`src/rtl/stagger_fifo_control_pkg.sv`:
```
// Shared types for the array FIFO load sequencer: FSM states, load modes and width helper.
package stagger_fifo_control_pkg;

    typedef enum logic {
        ST_IDLE = 1'b0,
        ST_RUN  = 1'b1
    } state_t;

    typedef enum logic {
        MODE_PARALLEL = 1'b0,
        MODE_STAGGER  = 1'b1
    } mode_t;

    // Beat counter must reach DEPTH + LANES - 2 in staggered mode, plus headroom for i+len.
    function automatic int cnt_width(input int depth, input int lanes);
        return $clog2(depth + lanes) + 1;
    endfunction

endpackage

```
`src/rtl/stagger_fifo_control_lane_window_decode.sv`:
```
// Per-lane write-enable decode: lane i is open while its beat window covers the current count.
module lane_window_decode
    import stagger_fifo_control_pkg::*;
#(
    parameter int FIFO_WIDTH = 16,
    parameter int CNT_W      = 6
) (
    input  logic [CNT_W-1:0]      count,
    input  logic [CNT_W-1:0]      len,
    input  logic                  stagger,
    input  logic                  active,
    output logic [FIFO_WIDTH-1:0] enable
);

    for (genvar i = 0; i < FIFO_WIDTH; i++) begin : g_lane
        logic in_window;
        // Staggered lanes are skewed by their index; parallel lanes share lane 0's window.
        assign in_window = stagger ? ((CNT_W'(i) <= count) && (count < (CNT_W'(i) + len)))
                                   : (count < len);
        assign enable[i] = active && in_window;
    end

endmodule

```
`src/rtl/stagger_fifo_control.sv`:
```
// Load sequencer: one start produces per-lane FIFO enables for len beats, parallel or diagonal.
module stagger_fifo_control
    import stagger_fifo_control_pkg::*;
#(
    parameter int FIFO_WIDTH = 16,
    parameter int DEPTH      = 16
) (
    input  logic                         clk,
    input  logic                         reset,
    input  logic                         start,
    input  logic                         stagger,
    input  logic [$clog2(DEPTH+1)-1:0]   len,
    input  logic                         abort,
    output logic                         ready,
    output logic                         busy,
    output logic [FIFO_WIDTH-1:0]        fifo_en,
    output logic                         weight_write,
    output logic                         done,
    output logic                         aborted
);

    localparam int LEN_W = $clog2(DEPTH + 1);
    localparam int CNT_W = cnt_width(DEPTH, FIFO_WIDTH);

    state_t            state_q, state_d;
    mode_t             mode_q, mode_d;
    logic [LEN_W-1:0]  len_q, len_d;
    logic [CNT_W-1:0]  count_q, count_d;
    logic              done_q, done_d;
    logic              aborted_q, aborted_d;

    logic [LEN_W-1:0]  len_c;
    logic [CNT_W-1:0]  total;
    logic              accept;
    logic              last_beat;

    assign len_c     = (len > LEN_W'(DEPTH)) ? LEN_W'(DEPTH) : len;
    assign total     = (mode_q == MODE_STAGGER) ? (CNT_W'(len_q) + CNT_W'(FIFO_WIDTH - 1))
                                                : CNT_W'(len_q);
    assign last_beat = (count_q == (total - CNT_W'(1)));
    // An abort in IDLE has no effect of its own but still blocks a same-cycle start.
    assign accept    = start && ready && !abort;

    // NOTE: every variable gets a default before the case so no path leaves it unassigned (no latch).
    always_comb begin
        state_d   = state_q;
        mode_d    = mode_q;
        len_d     = len_q;
        count_d   = count_q;
        done_d    = 1'b0;
        aborted_d = 1'b0;
        unique case (state_q)
            ST_IDLE: begin
                if (accept) begin
                    if (len_c != '0) begin
                        state_d = ST_RUN;
                        mode_d  = stagger ? MODE_STAGGER : MODE_PARALLEL;
                        len_d   = len_c;
                        count_d = '0;
                    end else begin
                        done_d  = 1'b1;
                    end
                end
            end
            ST_RUN: begin
                if (abort) begin
                    state_d   = ST_IDLE;
                    count_d   = '0;
                    aborted_d = 1'b1;
                end else if (last_beat) begin
                    state_d   = ST_IDLE;
                    count_d   = '0;
                    done_d    = 1'b1;
                end else begin
                    count_d   = count_q + CNT_W'(1);
                end
            end
            default: state_d = ST_IDLE;
        endcase
    end

    // NOTE: registered state uses non-blocking assignments so all flops update from pre-edge values.
    always_ff @(posedge clk) begin
        if (!reset) begin
            state_q   <= ST_IDLE;
            mode_q    <= MODE_PARALLEL;
            len_q     <= '0;
            count_q   <= '0;
            done_q    <= 1'b0;
            aborted_q <= 1'b0;
        end else begin
            state_q   <= state_d;
            mode_q    <= mode_d;
            len_q     <= len_d;
            count_q   <= count_d;
            done_q    <= done_d;
            aborted_q <= aborted_d;
        end
    end

    assign ready        = (state_q == ST_IDLE);
    assign busy         = (state_q == ST_RUN);
    assign weight_write = busy;
    assign done         = done_q;
    assign aborted      = aborted_q;

    // Abort gates the enables in the same cycle it is raised.
    lane_window_decode #(
        .FIFO_WIDTH (FIFO_WIDTH),
        .CNT_W      (CNT_W)
    ) u_decode (
        .count   (count_q),
        .len     (CNT_W'(len_q)),
        .stagger (mode_q == MODE_STAGGER),
        .active  (busy && !abort),
        .enable  (fifo_en)
    );

endmodule

```
`config.mk`:
```
export PLATFORM = sky130hd
export DESIGN_NAME = stagger_fifo_control
export DESIGN_NICKNAME = d
export VERILOG_FILES = /design/src/rtl/stagger_fifo_control_pkg.sv /design/src/rtl/stagger_fifo_control_lane_window_decode.sv /design/src/rtl/stagger_fifo_control.sv
export SDC_FILE = /design/constraint.sdc
export NUM_CORES = 1
export LEC_CHECK = 0
export ABC_AREA = 1
export CORE_ASPECT_RATIO = 1.5
export CORE_MARGIN = 10
export CORE_UTILIZATION = 50
export DETAILED_ROUTE_END_ITERATION = 16
export PLACE_DENSITY = 0.7
export SLEW_MARGIN = 20
export SYNTH_ARGS = -nofsm -noshare
export SYNTH_HDL_FRONTEND = slang
export SYNTH_HIERARCHICAL = 1
export SYNTH_SLANG_ARGS = --single-unit
```
`constraint.sdc`:
```
create_clock -name clk -period 3.6 [get_ports clk]
set_clock_uncertainty 0.1 [all_clocks]
set_input_delay 1.08 -clock clk [delete_from_list [all_inputs] [get_ports clk]]
set_output_delay 1.08 -clock clk [all_outputs]
set_load 0.005 [all_outputs]
```
==> flow_metrics.py, run 1 <==
metrics = {
    "run_status": {
        "run_status": "finished, violations left",
        "violations_in_the_final_reports": "setup timing",
    },
    "worst_hold_path": {
        "holdCritPathClass": "register to register",
        "holdPathStages": 2,
        "holdPathEnd": "aborted",
        "hp-start": "busy",
    },
    "power_and_ir_drop": {
        "cellPowerDensity_mw_per_mm2": 160,
        "power.leakage_nw": 2.92,
        "final_total_power_mw": 0.839,
        "power.ir.vdd_worst_uv": 254,
    },
    "synthesis": {
        "synth_ff_type": "sky130_fd_sc_hd__dfxtp_1",
        "synth_cells": 644,
        "post-synth-top-area-cell": "sky130_fd_sc_hd__ha_1",
        "synth_top_area_share_pct": 26.0,
        "synth.cell_area_mm2": 0.00376,
        "yosys_warnings": 6,
        "yosys.cell_count.top_type": "sky130_fd_sc_hd__nand2_1",
        "synth_seq_area_share_pct": 7.99,
        "synth_commonest_cells": "sky130_fd_sc_hd__nand2_1, sky130_fd_sc_hd__inv_1, sky130_fd_sc_hd__ha_1",
        "syn-mean-instance-area_um2": 5.83,
        "netlist-cell-type-count": 33,
        "synth.area.top_cells": "sky130_fd_sc_hd__ha_1, sky130_fd_sc_hd__nand2_1, sky130_fd_sc_hd__inv_1",
        "yosys_register_bits": 15,
        "synthArstFlopShare_pct": 0,
        "synth-edff-count": 0,
    },
    "placement": {
        "gp_congestion": 0.958,
        "buffer_ports.inserted": 30,
        "hpwlAfterDp_um": 9180,
        "pre_cts_slack_ns": -0.438,
        "placed_cell_area_mm2": 0.00452,
        "placed_cells_incl_taps": 818,
    },
    "sta": {
        "period_minus_slack_ns": 3.71,
        "worst_hold_slack_ns": 0.444,
        "total_negative_setup_slack_ns": -0.157,
        "finalSetupViolations": 3,
        "worst_setup_slack_final_ns": -0.112,
        "fin_crit_sh_pct": 103,
        "hold_viol": 0,
        "grt_setup_unrepaired": "true",
        "slew_viol_final": 0,
        "fmax_mhz": 269,
    },
    "die": {
        "design.die.area_mm2": 0.0115,
        "coreArea_mm2": 0.00727,
        "num_rows": 38,
        "die_height_um": 126,
        "ios": 31,
        "chipWidth_um": 90.8,
        "floorplan.initialDensity_pct": 51.6,
    },
    "setup_path": {
        "critical_path_buf_inv_count": 8,
        "top_delay_family_on_crit_path": "buffers and inverters",
        "critical-path-slowest-cell": "sky130_fd_sc_hd__dfxtp_4",
        "reg2reg_from": "len_q[1]",
        "path_class": "register to primary output",
        "worst_setup_path_start_kind": "register",
        "worstRegToRegCells": 13,
        "rr_endpoint": "busy",
        "critPathMaxStageDelay_ns": 0.37,
        "critical_path.endpoint_type": "primary output",
        "setup.reg_to_reg.worst_slack_ns": 1.15,
        "critical_path.cell_chain": "buf_6 -> ha_4 -> buf_6 -> a21oi_4 -> buf_4 -> buf_6 -> buf_6 -> xor2_2 -> ha_1 -> nand2_2 -> buf_4 -> nor2_1 -> nand2_1 -> nand2_1 -> nand2_1 -> nand2_1 -> inv_1 -> buf_2",
        "worst_ep_required_time_ns": 2.42,
        "critical_path_arrival_ns": 2.53,
        "path_max_fanout": 5,
    },
    "clock_tree": {
        "cts.htree.levels": 1,
        "clock_path_buffers": 2,
        "clkLatencyLatePin_ns": 0.25,
        "cts.clk_slew.worst_paths_ns": 0.06,
        "cts_sinks": 15,
        "clock_tree_from_tritoncts": "yes",
        "number_of_buffers_created_by_cts": 3,
        "clockRootBuffer": "sky130_fd_sc_hd__clkbuf_8",
    },
    "grt": {
        "grt_pass1_vias": 4205,
        "grt_antenna_before_repair": 0,
        "maximum_number_of_pins_on_one_net_before_global_route_repair": 27,
        "globalRouteOverflowTotal": 0,
        "grt_first_pass_wirelength_um": 19200,
        "globalRouteTotalUtil_pct": 19.8,
    },
    "layout": {
        "design_area_mm2": 0.00524,
        "utilization_after_layout_pct": 72.1,
        "proportion_of_layout_cells_with_a_drive_suffix_above_1_pct": 27.7,
        "multi_input_area_mm2": 0.00338,
        "fillers": 618,
        "finalNonFillerCells": 850,
        "ff_latch_area_um2": 317,
        "diodes": 0,
        "syn_to_final_growth_pct": 39.6,
        "design.final.nets": 839,
    },
    "route": {
        "vias_per_cell": 5.21,
        "initialDrtViolationCount": 252,
        "routedWlPerCell_um": 15.0,
        "drt_pre_antenna_iters": 5,
        "route.detailed.drc": 0,
        "dr_total_vias": 4431,
        "wirelength_um": 12800,
        "detail-route-antenna-nets": 0,
    },
    "flow_run": {
        "cap_viol_max_count": 0,
    },
}
## worst max-delay path by stage
| stage | end | from | slack [ns] | depth (start not counted) |
|---|---|---|---|---|
| 3_3_place_gp | fifo_en[8] | abort | -0.36 | 9 |
| 3_5_place_dp | fifo_en[6] | abort | -0.44 | 9 |
| 5_1_grt | fifo_en[10] | len_q[2] | -0.23 | 19 |
| 6_report | fifo_en[10] | len_q[2] | -0.11 | 18 |
| 4_1_cts | fifo_en[7] | len_q[2] | -0.25 | 16 |
| 2_1_floorplan | fifo_en[15] | len_q[3] | 0.15 | 13 |
## metal layers
metal  vias up  track usage (%)  part of all wire (%)  wire length (um)
met5         -                0                     0                 0
met4         0             11.0                   5.0               644
met3        39             2.38                   4.2               536
met2       145             38.8                    54              6900
met1      2039             19.4                    37              4690
li1       2208                -                     -                 -
## logic make-up (layout without fill, tap and decap cells)
group / Yosys count / in the layout / synth area share (%)
AOI/OAI and AO/OA: 70 / 70 / 9.99
buffers and inverters: 124 / 226 / 13.0
xor gates and xnor gates: 26 / 26 / 6.06
other: 1 / 4 / 0.0998
DFF: 15 / 15 / 7.99
and+or+nand+nor: 330 / 331 / 36.8
adders and majority gates: 78 / 78 / 26.0
## report_power, final
group	internal, mW	leakage [nW]	switching (mW)
sequential	0.172	0.125	0.00929
combinational	0.226	2.77	0.296
clock	0.0785	0.0228	0.0581
total	0.476	2.92	0.363
## cells in the final DEF, fill, tap and decap left out, types with 6 or more instances in the layout
| cell | netlist | final |
|---|---|---|
| sky130_fd_sc_hd__nand2_1 | 215 | 189 |
| sky130_fd_sc_hd__inv_1 | 105 | 100 |
| sky130_fd_sc_hd__ha_1 | 78 | 64 |
| sky130_fd_sc_hd__buf_4 | 1 | 63 |
| sky130_fd_sc_hd__nor2_1 | 48 | 46 |
| sky130_fd_sc_hd__nand3_1 | 39 | 38 |
| sky130_fd_sc_hd__nand2_2 | 11 | 37 |
| sky130_fd_sc_hd__a21oi_1 | 42 | 23 |
| sky130_fd_sc_hd__xor2_1 | 24 | 18 |
| sky130_fd_sc_hd__a21oi_2 | 1 | 17 |
| sky130_fd_sc_hd__buf_6 | 2 | 15 |
| sky130_fd_sc_hd__clkdlybuf4s50_1 | 0 | 13 |
| sky130_fd_sc_hd__o21ai_0 | 19 | 12 |
| sky130_fd_sc_hd__dfxtp_1 | 15 | 10 |
| sky130_fd_sc_hd__ha_4 | 0 | 9 |
| sky130_fd_sc_hd__inv_2 | 5 | 8 |
| sky130_fd_sc_hd__nor2_2 | 4 | 6 |
| sky130_fd_sc_hd__buf_2 | 4 | 6 |
## flip-flops by register name, indices dropped and copies added (netlist names)
name     count
count_q      6
len_q        5
aborted      1
busy         1
done         1
mode_q       1
## tightest hold or removal path: cells and delay by family, from the launching register on
| family | cells | cell delay [ns] |
|---|---|---|
| and+or+nand+nor | 1 | 0.06 |
| DFF | 1 | 0.33 |
| buffers and inverters | 1 | 0.11 |
## area by class of cell
cell class	count	share of cell area (%)
Sequential cell	15	6.04
Inverter	112	8.19
Tap cell	100	2.39
Multi-Input combinational cell	509	64.4
Clock buffer	4	0.859
Timing Repair Buffer	110	18.1
## what timing repair did
action                     4_1_cts  5_1_grt
pin swaps                       30       65
setup buffers                   14       15
gates cloned                     1        0
resized for setup               68      104
hold buffers                     0        0
setup endpoints to repair       16       15
hold endpoints to repair         0        0
No activity file was read; power rests on OpenSTA's default activity.
==> run 2: changes to the inputs <==
--- a/config.mk
+++ b/config.mk
@@ -6,6 +6,7 @@
 export NUM_CORES = 1
 export LEC_CHECK = 0
 export ABC_AREA = 1
+export CAP_MARGIN = 5
 export CORE_ASPECT_RATIO = 1.5
 export CORE_MARGIN = 10
 export CORE_UTILIZATION = 50
==> results of run 2 <==
The final DEF is identical to that of run 1; final timing and power are the same.
==> run 3: changes to the inputs <==
--- a/config.mk
+++ b/config.mk
@@ -10,6 +10,7 @@
 export CORE_ASPECT_RATIO = 1.5
 export CORE_MARGIN = 10
 export CORE_UTILIZATION = 50
+export CTS_CLUSTER_SIZE = 30
 export DETAILED_ROUTE_END_ITERATION = 16
 export PLACE_DENSITY = 0.7
 export SLEW_MARGIN = 20
==> results of run 3 <==
The final DEF is identical to that of run 1; final timing and power are the same.
